File: src/rtl/csc_rgb_pack_if.sv
// csc_rgb_pack_if: operand-in / RGB-word-out handshake bundle for csc_rgb_pack
interface csc_rgb_pack_if;
   logic               in_valid;
   logic               in_ready;
   logic [15:0]        y_word;
   logic signed [31:0] u_even;
   logic signed [31:0] v_even;
   logic signed [31:0] u_odd;
   logic signed [31:0] v_odd;
   logic               out_valid;
   logic               out_ready;
   logic [15:0]        out_data;
   logic               frame_done;
   logic [15:0]        clip_count;

   modport master (
      output in_valid, y_word, u_even, v_even, u_odd, v_odd, out_ready,
      input  in_ready, out_valid, out_data, frame_done, clip_count
   );

   modport slave (
      input  in_valid, y_word, u_even, v_even, u_odd, v_odd, out_ready,
      output in_ready, out_valid, out_data, frame_done, clip_count
   );
endinterface

File: src/rtl/csc_rgb_pack.sv
// csc_rgb_pack: YUV pixel pair -> three packed RGB words using two shared multipliers; define CSC_CLIP_CNT_EN for the clip counter
module csc_rgb_pack #(
   parameter int PAIRS_PER_FRAME = 38400
) (
   input logic           CLOCK_50_I,
   input logic           resetn,
   csc_rgb_pack_if.slave bus
);
   typedef enum logic [3:0] {IDLE, C0, C1, C2, C3, C4, OUT0, OUT1, OUT2} state_t;

   localparam logic [15:0] LAST_PAIR = 16'(PAIRS_PER_FRAME - 1);

   state_t             state_q, state_d;
   logic [7:0]         y0_q, y1_q, u0_q, v0_q, u1_q, v1_q;
   logic signed [31:0] r0_q, g0_q, b0_q, r1_q, g1_q, b1_q;
   logic signed [31:0] coef, op0, op1, m0, m1, hi_acc, lo_acc;
   logic [15:0]        pair_q;
   logic               accept, take, last_taken, frame_end;

   function automatic logic [7:0] clamp8(input logic signed [31:0] x);
      return x < 0 ? 8'd0 : (x > 255 ? 8'd255 : x[7:0]);
   endfunction

   function automatic logic [7:0] clip_px(input logic signed [31:0] a);
      return clamp8(a >>> 16);
   endfunction

   function automatic logic signed [31:0] bias(input logic [7:0] x, input logic signed [31:0] off);
      return $signed({24'd0, x}) - off;
   endfunction

   assign bus.in_ready   = !resetn && state_q == IDLE;
   assign bus.out_valid  = !resetn && state_q inside {OUT0, OUT1, OUT2};
   assign accept         = bus.in_valid && bus.in_ready;
   assign take           = bus.out_valid && bus.out_ready;
   assign last_taken     = take && state_q == OUT2;
   assign frame_end      = last_taken && pair_q == LAST_PAIR;
   assign bus.frame_done = frame_end;

   // Multiplier operand schedule: Y term, then R-V, G-U, G-V, B-U, both pixels in parallel
   always_comb begin
      coef = state_q == C0 ? 32'sd76284 :
             state_q == C1 ? 32'sd104595 :
             state_q == C2 ? 32'sd25624 :
             state_q == C3 ? 32'sd53281 : 32'sd132251;
      op0  = state_q == C0 ? bias(y0_q, 32'sd16) :
             (state_q == C1 || state_q == C3) ? bias(v0_q, 32'sd128) : bias(u0_q, 32'sd128);
      op1  = state_q == C0 ? bias(y1_q, 32'sd16) :
             (state_q == C1 || state_q == C3) ? bias(v1_q, 32'sd128) : bias(u1_q, 32'sd128);
      m0   = coef * op0;
      m1   = coef * op1;
   end

   // Word packing: {R0,G0}, {B0,R1}, {G1,B1}
   always_comb begin
      hi_acc       = state_q == OUT0 ? r0_q : (state_q == OUT1 ? b0_q : g1_q);
      lo_acc       = state_q == OUT0 ? g0_q : (state_q == OUT1 ? r1_q : b1_q);
      bus.out_data = bus.out_valid ? {clip_px(hi_acc), clip_px(lo_acc)} : 16'd0;
   end

   // Next state: five compute cycles, then three words each waiting for out_ready
   always_comb begin
      state_d = state_q;
      case (state_q)
         IDLE:    state_d = bus.in_valid ? C0 : IDLE;
         C0:      state_d = C1;
         C1:      state_d = C2;
         C2:      state_d = C3;
         C3:      state_d = C4;
         C4:      state_d = OUT0;
         OUT0:    state_d = bus.out_ready ? OUT1 : OUT0;
         OUT1:    state_d = bus.out_ready ? OUT2 : OUT1;
         OUT2:    state_d = bus.out_ready ? IDLE : OUT2;
         default: state_d = IDLE;
      endcase
   end

   // State register and frame pair counter
   always_ff @(posedge CLOCK_50_I) begin
      if (resetn) begin
         state_q <= IDLE;
         pair_q  <= 16'd0;
      end else begin
         state_q <= state_d;
         if (last_taken)
            pair_q <= frame_end ? 16'd0 : pair_q + 16'd1;
      end
   end

   // Operand capture with chroma clamping, and accumulation of the shared products
   always_ff @(posedge CLOCK_50_I) begin
      if (accept) begin
         y0_q <= bus.y_word[15:8];
         y1_q <= bus.y_word[7:0];
         u0_q <= clamp8(bus.u_even);
         v0_q <= clamp8(bus.v_even);
         u1_q <= clamp8(bus.u_odd);
         v1_q <= clamp8(bus.v_odd);
      end
      case (state_q)
         C0: begin
            r0_q <= m0; g0_q <= m0; b0_q <= m0;
            r1_q <= m1; g1_q <= m1; b1_q <= m1;
         end
         C1: begin r0_q <= r0_q + m0; r1_q <= r1_q + m1; end
         C2: begin g0_q <= g0_q - m0; g1_q <= g1_q - m1; end
         C3: begin g0_q <= g0_q - m0; g1_q <= g1_q - m1; end
         C4: begin b0_q <= b0_q + m0; b1_q <= b1_q + m1; end
         default: ;
      endcase
   end

`ifdef CSC_CLIP_CNT_EN
   logic [1:0]  n_clip;
   logic [16:0] clip_sum;
   logic [15:0] clip_q;

   function automatic logic is_clip(input logic signed [31:0] a);
      logic signed [31:0] s;
      s = a >>> 16;
      return s < 0 || s > 255;
   endfunction

   assign n_clip         = {1'b0, is_clip(hi_acc)} + {1'b0, is_clip(lo_acc)};
   assign clip_sum       = {1'b0, clip_q} + {15'd0, n_clip};
   assign bus.clip_count = clip_q;

   // Saturating count of clipped components in each taken word
   always_ff @(posedge CLOCK_50_I) begin
      if (resetn)
         clip_q <= 16'd0;
      else if (take)
         clip_q <= clip_sum[16] ? 16'hFFFF : clip_sum[15:0];
   end
`else
   assign bus.clip_count = 16'd0;
`endif
endmodule

File: src/flat_wrapper.sv
// flat-port wrapper written by rule: the top's interface ports become plain ports
module csc_rgb_pack_flat 
#(
   parameter int PAIRS_PER_FRAME = 38400
)
  (CLOCK_50_I, resetn, bus_in_valid, bus_y_word, bus_u_even, bus_v_even, bus_u_odd, bus_v_odd, bus_out_ready, bus_in_ready, bus_out_valid, bus_out_data, bus_frame_done, bus_clip_count);
  csc_rgb_pack_if bus_i ();
  input logic CLOCK_50_I;
  input logic resetn;
  input wire logic [$bits(bus_i.in_valid)-1:0] bus_in_valid;
  input wire logic [$bits(bus_i.y_word)-1:0] bus_y_word;
  input wire logic [$bits(bus_i.u_even)-1:0] bus_u_even;
  input wire logic [$bits(bus_i.v_even)-1:0] bus_v_even;
  input wire logic [$bits(bus_i.u_odd)-1:0] bus_u_odd;
  input wire logic [$bits(bus_i.v_odd)-1:0] bus_v_odd;
  input wire logic [$bits(bus_i.out_ready)-1:0] bus_out_ready;
  output wire logic [$bits(bus_i.in_ready)-1:0] bus_in_ready;
  output wire logic [$bits(bus_i.out_valid)-1:0] bus_out_valid;
  output wire logic [$bits(bus_i.out_data)-1:0] bus_out_data;
  output wire logic [$bits(bus_i.frame_done)-1:0] bus_frame_done;
  output wire logic [$bits(bus_i.clip_count)-1:0] bus_clip_count;
  assign bus_i.in_valid = bus_in_valid;
  assign bus_i.y_word = bus_y_word;
  assign bus_i.u_even = bus_u_even;
  assign bus_i.v_even = bus_v_even;
  assign bus_i.u_odd = bus_u_odd;
  assign bus_i.v_odd = bus_v_odd;
  assign bus_i.out_ready = bus_out_ready;
  assign bus_in_ready = bus_i.in_ready;
  assign bus_out_valid = bus_i.out_valid;
  assign bus_out_data = bus_i.out_data;
  assign bus_frame_done = bus_i.frame_done;
  assign bus_clip_count = bus_i.clip_count;
  csc_rgb_pack #(.PAIRS_PER_FRAME(PAIRS_PER_FRAME)) u_core (.CLOCK_50_I(CLOCK_50_I), .resetn(resetn), .bus(bus_i));
endmodule
File: config.mk
export PLATFORM = sky130hd
export DESIGN_NAME = csc_rgb_pack_flat
export DESIGN_NICKNAME = d
export VERILOG_FILES = /design/src/rtl/csc_rgb_pack_if.sv /design/src/rtl/csc_rgb_pack.sv /design/src/flat_wrapper.sv
export SDC_FILE = /design/constraint.sdc
export NUM_CORES = 2
export LEC_CHECK = 0
export CAP_MARGIN = 30
export CORE_ASPECT_RATIO = 0.75
export CORE_UTILIZATION = 50
export DETAILED_ROUTE_END_ITERATION = 8
export PLACE_DENSITY = 0.75
export SYNTH_ARGS = -nofsm -noshare
export SYNTH_HDL_FRONTEND = slang
export SYNTH_SLANG_ARGS = --single-unit
File: constraint.sdc
create_clock -name CLOCK_50_I -period 26.1 [get_ports CLOCK_50_I]
set_clock_uncertainty 0.1 [all_clocks]
set_input_delay 6.525 -clock CLOCK_50_I [delete_from_list [all_inputs] [get_ports CLOCK_50_I]]
set_output_delay 6.525 -clock CLOCK_50_I [all_outputs]
set_load 0.1 [all_outputs]
Word level (Yosys, flattened, before mapping)
Index checks and enable logic that the tools add are counted.

Memories: 0. ROM bits: 0. RAM bits: 0. Output and inout bits: 35. Flip-flop bits (word level): 260. Word-level logic and storage cells: 97. Latch bits: 0.

Muxes and demuxes: 33. Multipliers: 2. Divide/modulo/power cells: 0. Eq/ne operators: 9. $add $sub $neg: 13. Shift-type cells: 0. Bitwise operators: 0. $lt $le $gt $ge: 12. Reductions and logical operators: 14.

Operators by type and width (count): 32-bit case mux with 2 select lines (6); 32-bit two-way mux (11); 32-bit adder (4); 32-bit by 9-bit > comparator with 1-bit output (second input constant) (4); 32-bit by 1-bit < comparator with 1-bit output (second input constant) (4); 32-bit by 32-bit multiplier with 32-bit output (2); 8-bit two-way mux (8); 32-bit subtractor (2); 4-bit case mux with 9 select lines (1); 8-bit by 8-bit subtractor with 9-bit output (second input constant) (4); 16-bit by 9-bit > comparator with 1-bit output (second input constant) (2); 16-bit by 1-bit < comparator with 1-bit output (second input constant) (2); 16-bit two-way mux (2); 18-bit two-way mux (1); 8-bit by 5-bit subtractor with 9-bit output (second input constant) (2); 16-bit by 1-bit adder with 16-bit output (second input constant) (1); 16-bit == test (second input constant) (1); 4-bit by 3-bit == test with 1-bit output (second input constant) (4); 4-bit by 2-bit == test with 1-bit output (second input constant) (2); 4-bit two-way mux (2); 1-bit logical AND (6); 2-bit nonzero test (3); 4-bit by 1-bit == test with 1-bit output (second input constant) (1); 4-bit == test (second input constant) (1); other kinds (6) (7).

Logic depth before layout (Yosys ltp)
Depth in word-level cells: 8. Gate-level depth with buffers: 49. Depth with buffers taken out: 47.

Worst setup path after synthesis
OpenSTA, ideal clock, no wires.

Path type: input-to-output. From: input resetn. To: output bus_out_data[0]. Data arrival time: 10.447 ns. Stages: 4. Slack: 9.028 ns. Data required time: 19.475 ns. Path through: clkbuf_1 a21oi_1 o211ai_1 a21oi_1.

Cells in the longest elaborated chain, start to end: 3.

RTL lines: start: declaration (line flat_wrapper.sv:9) `input logic resetn;`; 1-bit logical NOT (line csc_rgb_pack.sv:33) `assign bus.out_valid = !resetn && state_q inside {OUT0, OUT1, OUT2};`; 1-bit logical AND (line csc_rgb_pack.sv:33); via bus_out_valid (line flat_wrapper.sv:18) `output wire logic [$bits(bus_i.out_valid)-1:0] bus_out_valid;`; 16-bit two-way mux (line csc_rgb_pack.sv:58) `bus.out_data = bus.out_valid ? {clip_px(hi_acc), clip_px(lo_acc)} : 16'd0;`; end: declaration (line flat_wrapper.sv:19) `output wire logic [$bits(bus_i.out_data)-1:0] bus_out_data;`.

The timed path passes the listed nets, and every way through them passes these cells.

Worst setup path after layout
From: input resetn. To: output bus_frame_done.

Cells in the longest elaborated chain, start to end: 5.

RTL lines: 1-bit logical NOT (line csc_rgb_pack.sv:33); 1-bit logical AND (line csc_rgb_pack.sv:33); 1-bit logical AND (line csc_rgb_pack.sv:35) `assign take = bus.out_valid && bus.out_ready;`; 1-bit logical AND (line csc_rgb_pack.sv:36) `assign last_taken = take && state_q == OUT2;`; 1-bit logical AND (line csc_rgb_pack.sv:37) `assign frame_end = last_taken && pair_q == LAST_PAIR;`; end: declaration (line flat_wrapper.sv:20) `output wire logic [$bits(bus_i.frame_done)-1:0] bus_frame_done;`.

Every way passes these cells.

==> metrics.log <==
[metrics] minimum clock period after layout: 16160 ps
[metrics] setup repair after global routing missed its margin: no
[metrics] post-route setup slack: roughly 10000 ps
[metrics] class of the worst hold path: register to register
[metrics] max cap viols: 0
[metrics] WS Path Type: input pin to output pin
[metrics] synth warn: 0
[metrics] combined area of the multi-input logic cells: just under 30000 sq um
[metrics] endpoint kind of the worst setup timing path: output pin
[metrics] buffer levels on the longest clock path: 3
[metrics] starting utilization of the core area: 0.508
[metrics] post-route DRC violation count: 5
[metrics] Horiz. Die Dim: roughly 330 um
[metrics] global placement routability congestion: about 1
[metrics] clock tree from TritonCTS: yes
[metrics] register area share after synthesis: 0.189
[metrics] dominant cell type by count on the critical path: sky130_fd_sc_hd__clkdlybuf4s50_1
[metrics] Avg Cell Area, Syn: ~9 sq um
[metrics] final count of hold timing violations: 0
[metrics] final critical-path share of the clock period: 0.619
[metrics] clock-pin slew of the registers on the worst-case setup and hold paths: approximately 60 ps
[metrics] total of flip-flops plus latches after synthesis: 260
[metrics] Data arrival, critical path: between 9000 and 10000 ps
[metrics] Required @ worst endpoint: roughly 20000 ps
[metrics] antenna violations before repair: 0
[metrics] delay of the slowest cell on the worst path: about 1200 ps
[metrics] failing checks: design-rule violations
[metrics] post-route standard cell area excluding fillers: between 40000 and 50000 sq um
[metrics] n_diodes: 0
[metrics] register area: 7610 sq um
[metrics] share of the synthesized area in the top cell type: 0.241
[metrics] setup bufs post-CTS: 0
[metrics] Fill cells: about 7000
[metrics] cell area after placement: approximately 43000 sq um
[metrics] overall die area: just over 80000 sq um
[metrics] largest net degree at the start of global routing: between 80 and 90
[metrics] routed length per instance: around 19 um
[metrics] total clock buffers created by CTS: 29
[metrics] count of input and output buffers: 166
[metrics] share of final-layout standard cells stronger than drive strength 1: 0.0340
[metrics] total I/O pin count: around 180
[metrics] area of the core region: roughly 79000 sq um
[metrics] net count of the finished layout: 5700
[metrics] total number of vias: 31795
[metrics] worst path buffer plus inverter count: 2
[metrics] worst-skew pair later-pin latency: just over 600 ps
[metrics] largest cells by area after synthesis: sky130_fd_sc_hd__fa_1 (24%), sky130_fd_sc_hd__edfxtp_1 (18%), sky130_fd_sc_hd__ha_1 (16%)
[metrics] number of failing setup endpoints in the final timing report: 0
[metrics] CP Max Fanout: 11
[metrics] crit path launch type: input pin
[metrics] post-placement setup slack: between 9000 and 10000 ps
[metrics] post-synthesis cell type count: 96
[metrics] antenna violation net count after detailed routing: 0
[metrics] num rows: 89
[metrics] largest delay contributor family on the critical path: buffers and inverters
[metrics] Synth async-reset ratio: 0
[metrics] CTS HTree Levels: 1
[metrics] global-route congestion overflow total: 0
[metrics] post-synthesis instance area: 40200 sq um
[metrics] CTS Hold Bufs: 0
[metrics] Slew Limit Fails: 0
[metrics] worst-margin pin slew: roughly 1100 ps
[metrics] 1st-pass router iterations: 7
[metrics] overall track demand over capacity in global routing: 0.261
[metrics] CP max stage cell: sky130_fd_sc_hd__clkdlybuf4s50_1
[metrics] first-pass GRT wire length: approximately 170000 um
[metrics] number of enable-type register cells in the synthesized netlist: 240
[metrics] Area growth, synth to finish: 9.52%
[metrics] outcome: complete, but fails checks
[metrics] gate count of the mapped netlist: around 4400
[metrics] post-detailed-placement half-perimeter wirelength: 88700 um
[metrics] DRT iter0 DRCs: around 2900
[metrics] f_max: approximately 62 MHz
[metrics] chip height: 247 um
[metrics] clk sink count: 260
[metrics] worst relative slew slack: 0.261
[metrics] number of global-route vias before repair: between 30000 and 40000
[metrics] total negative slack for setup checks: 0 ps
[metrics] dominant cell type by area after synthesis: sky130_fd_sc_hd__fa_1
[metrics] total detailed-routing wirelength: approximately 110000 um
[metrics] via count normalized by instance count: 5.65
[metrics] CP Cell Sequence: clkdlybuf4s50_1, nor3b_1, nand4_1, nor3_1, clkdlybuf4s50_1
[metrics] Root Buffer Master: sky130_fd_sc_hd__clkbuf_16
[metrics] post-cts repair resize count: 0
[metrics] main flop type after synthesis: sky130_fd_sc_hd__edfxtp_1
==> layout by cell type (no fill, tap or decap), drive strengths merged, types with 27 or more instances in the layout <==
master and count:
buf 39, a21oi 272, clkbuf 36, nand3 46, xor2 89, or2 27, o21ai 241, inv 829
fa 483, a211oi 33, nor3 88, or3 33, nand2b 44, ha 503, a21o 76, edfxtp 240
nand2 294, and3 33, clkdlybuf4s50 166, xnor2 186, o21bai 38, nor4 40, nor2 395, o21a 32
==> per-layer routing <==
metal	routed length, um	vias up	track usage
li1	-	14957	-
met1	48600	15466	0.384
met2	46600	1224	0.396
met3	9200	148	0.0458
met4	2490	0	0.0635
met5	0	-	0
==> cells in the mapped netlist, types with 8 or more instances <==
library cell,n
sky130_fd_sc_hd__inv_1,826
sky130_fd_sc_hd__ha_1,503
sky130_fd_sc_hd__fa_1,483
sky130_fd_sc_hd__nor2_1,395
sky130_fd_sc_hd__nand2_1,294
sky130_fd_sc_hd__a21oi_1,270
sky130_fd_sc_hd__edfxtp_1,240
sky130_fd_sc_hd__o21ai_0,233
sky130_fd_sc_hd__xnor2_1,183
sky130_fd_sc_hd__nor3_1,88
sky130_fd_sc_hd__xor2_1,86
sky130_fd_sc_hd__clkbuf_1,82
sky130_fd_sc_hd__a21o_1,73
sky130_fd_sc_hd__nand3_1,46
sky130_fd_sc_hd__nand2b_1,44
sky130_fd_sc_hd__nor4_1,39
sky130_fd_sc_hd__o21bai_1,38
sky130_fd_sc_hd__and3_1,33
sky130_fd_sc_hd__or3_1,33
sky130_fd_sc_hd__o21a_1,32
sky130_fd_sc_hd__a211oi_1,29
sky130_fd_sc_hd__or2_2,26
sky130_fd_sc_hd__a31oi_1,21
sky130_fd_sc_hd__and2_1,21
sky130_fd_sc_hd__mux2i_1,21
sky130_fd_sc_hd__dfxtp_1,20
sky130_fd_sc_hd__nand4_1,18
sky130_fd_sc_hd__o31ai_1,17
sky130_fd_sc_hd__buf_4,16
sky130_fd_sc_hd__nor2b_1,15
sky130_fd_sc_hd__o211ai_1,15
sky130_fd_sc_hd__a211o_1,11
sky130_fd_sc_hd__a2111oi_0,9
sky130_fd_sc_hd__buf_1,9
sky130_fd_sc_hd__o21ai_1,8
==> cell type report <==
type	count	area share
Clock buffer	35	0.0170
Clock inverter	14	0.00293
Inverter	830	0.0709
Multi-Input combinational cell	3239	0.661
Sequential cell	260	0.173
Tap cell	1046	0.0297
Timing Repair Buffer	206	0.0457
==> final timing paths <==
kind	end	startpoint	depth (start not counted)	slack, ps
setup / recovery	bus_frame_done	resetn	5	9940
hold / removal	u_core.pair_q[1]	u_core.pair_q[1]	2	380
setup reg to reg	u_core.g0_q[31]	u_core.state_q[0]	46	13010
hold reg to reg	u_core.pair_q[1]	u_core.pair_q[1]	2	380
==> cells by family after synthesis <==
logic type	share of synthesized area
xor+xnor	0.0616
fa+ha+maj	0.398
mux	0.00589
flops	0.189
compound gates	0.132
buf+inv	0.0893
other cells	0.0000933
simple gates	0.123
==> per-stage QoR <==
step / util / cells / hold slack, ps
3_3_place_gp: 0.544 / 5577 / 366
2_1_floorplan: - / 4438 / 349
3_5_place_dp: 0.545 / 5578 / 372
4_1_cts: 0.556 / 5627 / 380
5_1_grt: 0.557 / 5630 / 414
6_report: 0.557 / 5630 / 382
==> worst min-delay path, cell delays in order (launching register included) <==
cell and delay (ps):
sky130_fd_sc_hd__dfxtp_1 330, sky130_fd_sc_hd__nand2_1 60, sky130_fd_sc_hd__a21oi_1 50
==> registers in the layout, indices dropped and copies added (netlist names) <==
| signal | cells |
|---|---|
| u_core.b0_q | 32 |
| u_core.b1_q | 32 |
| u_core.u0_q | 8 |
| u_core.pair_q | 16 |
| u_core.u1_q | 8 |
| u_core.g0_q | 32 |
| u_core.state_q | 4 |
| u_core.r0_q | 32 |
| u_core.v0_q | 8 |
| u_core.g1_q | 32 |
| u_core.y1_q | 8 |
| u_core.v1_q | 8 |
| u_core.r1_q | 32 |
| u_core.y0_q | 8 |
Power is not shown: default switching activity piles up to over one toggle a cycle in this logic, so the estimate is an artifact.
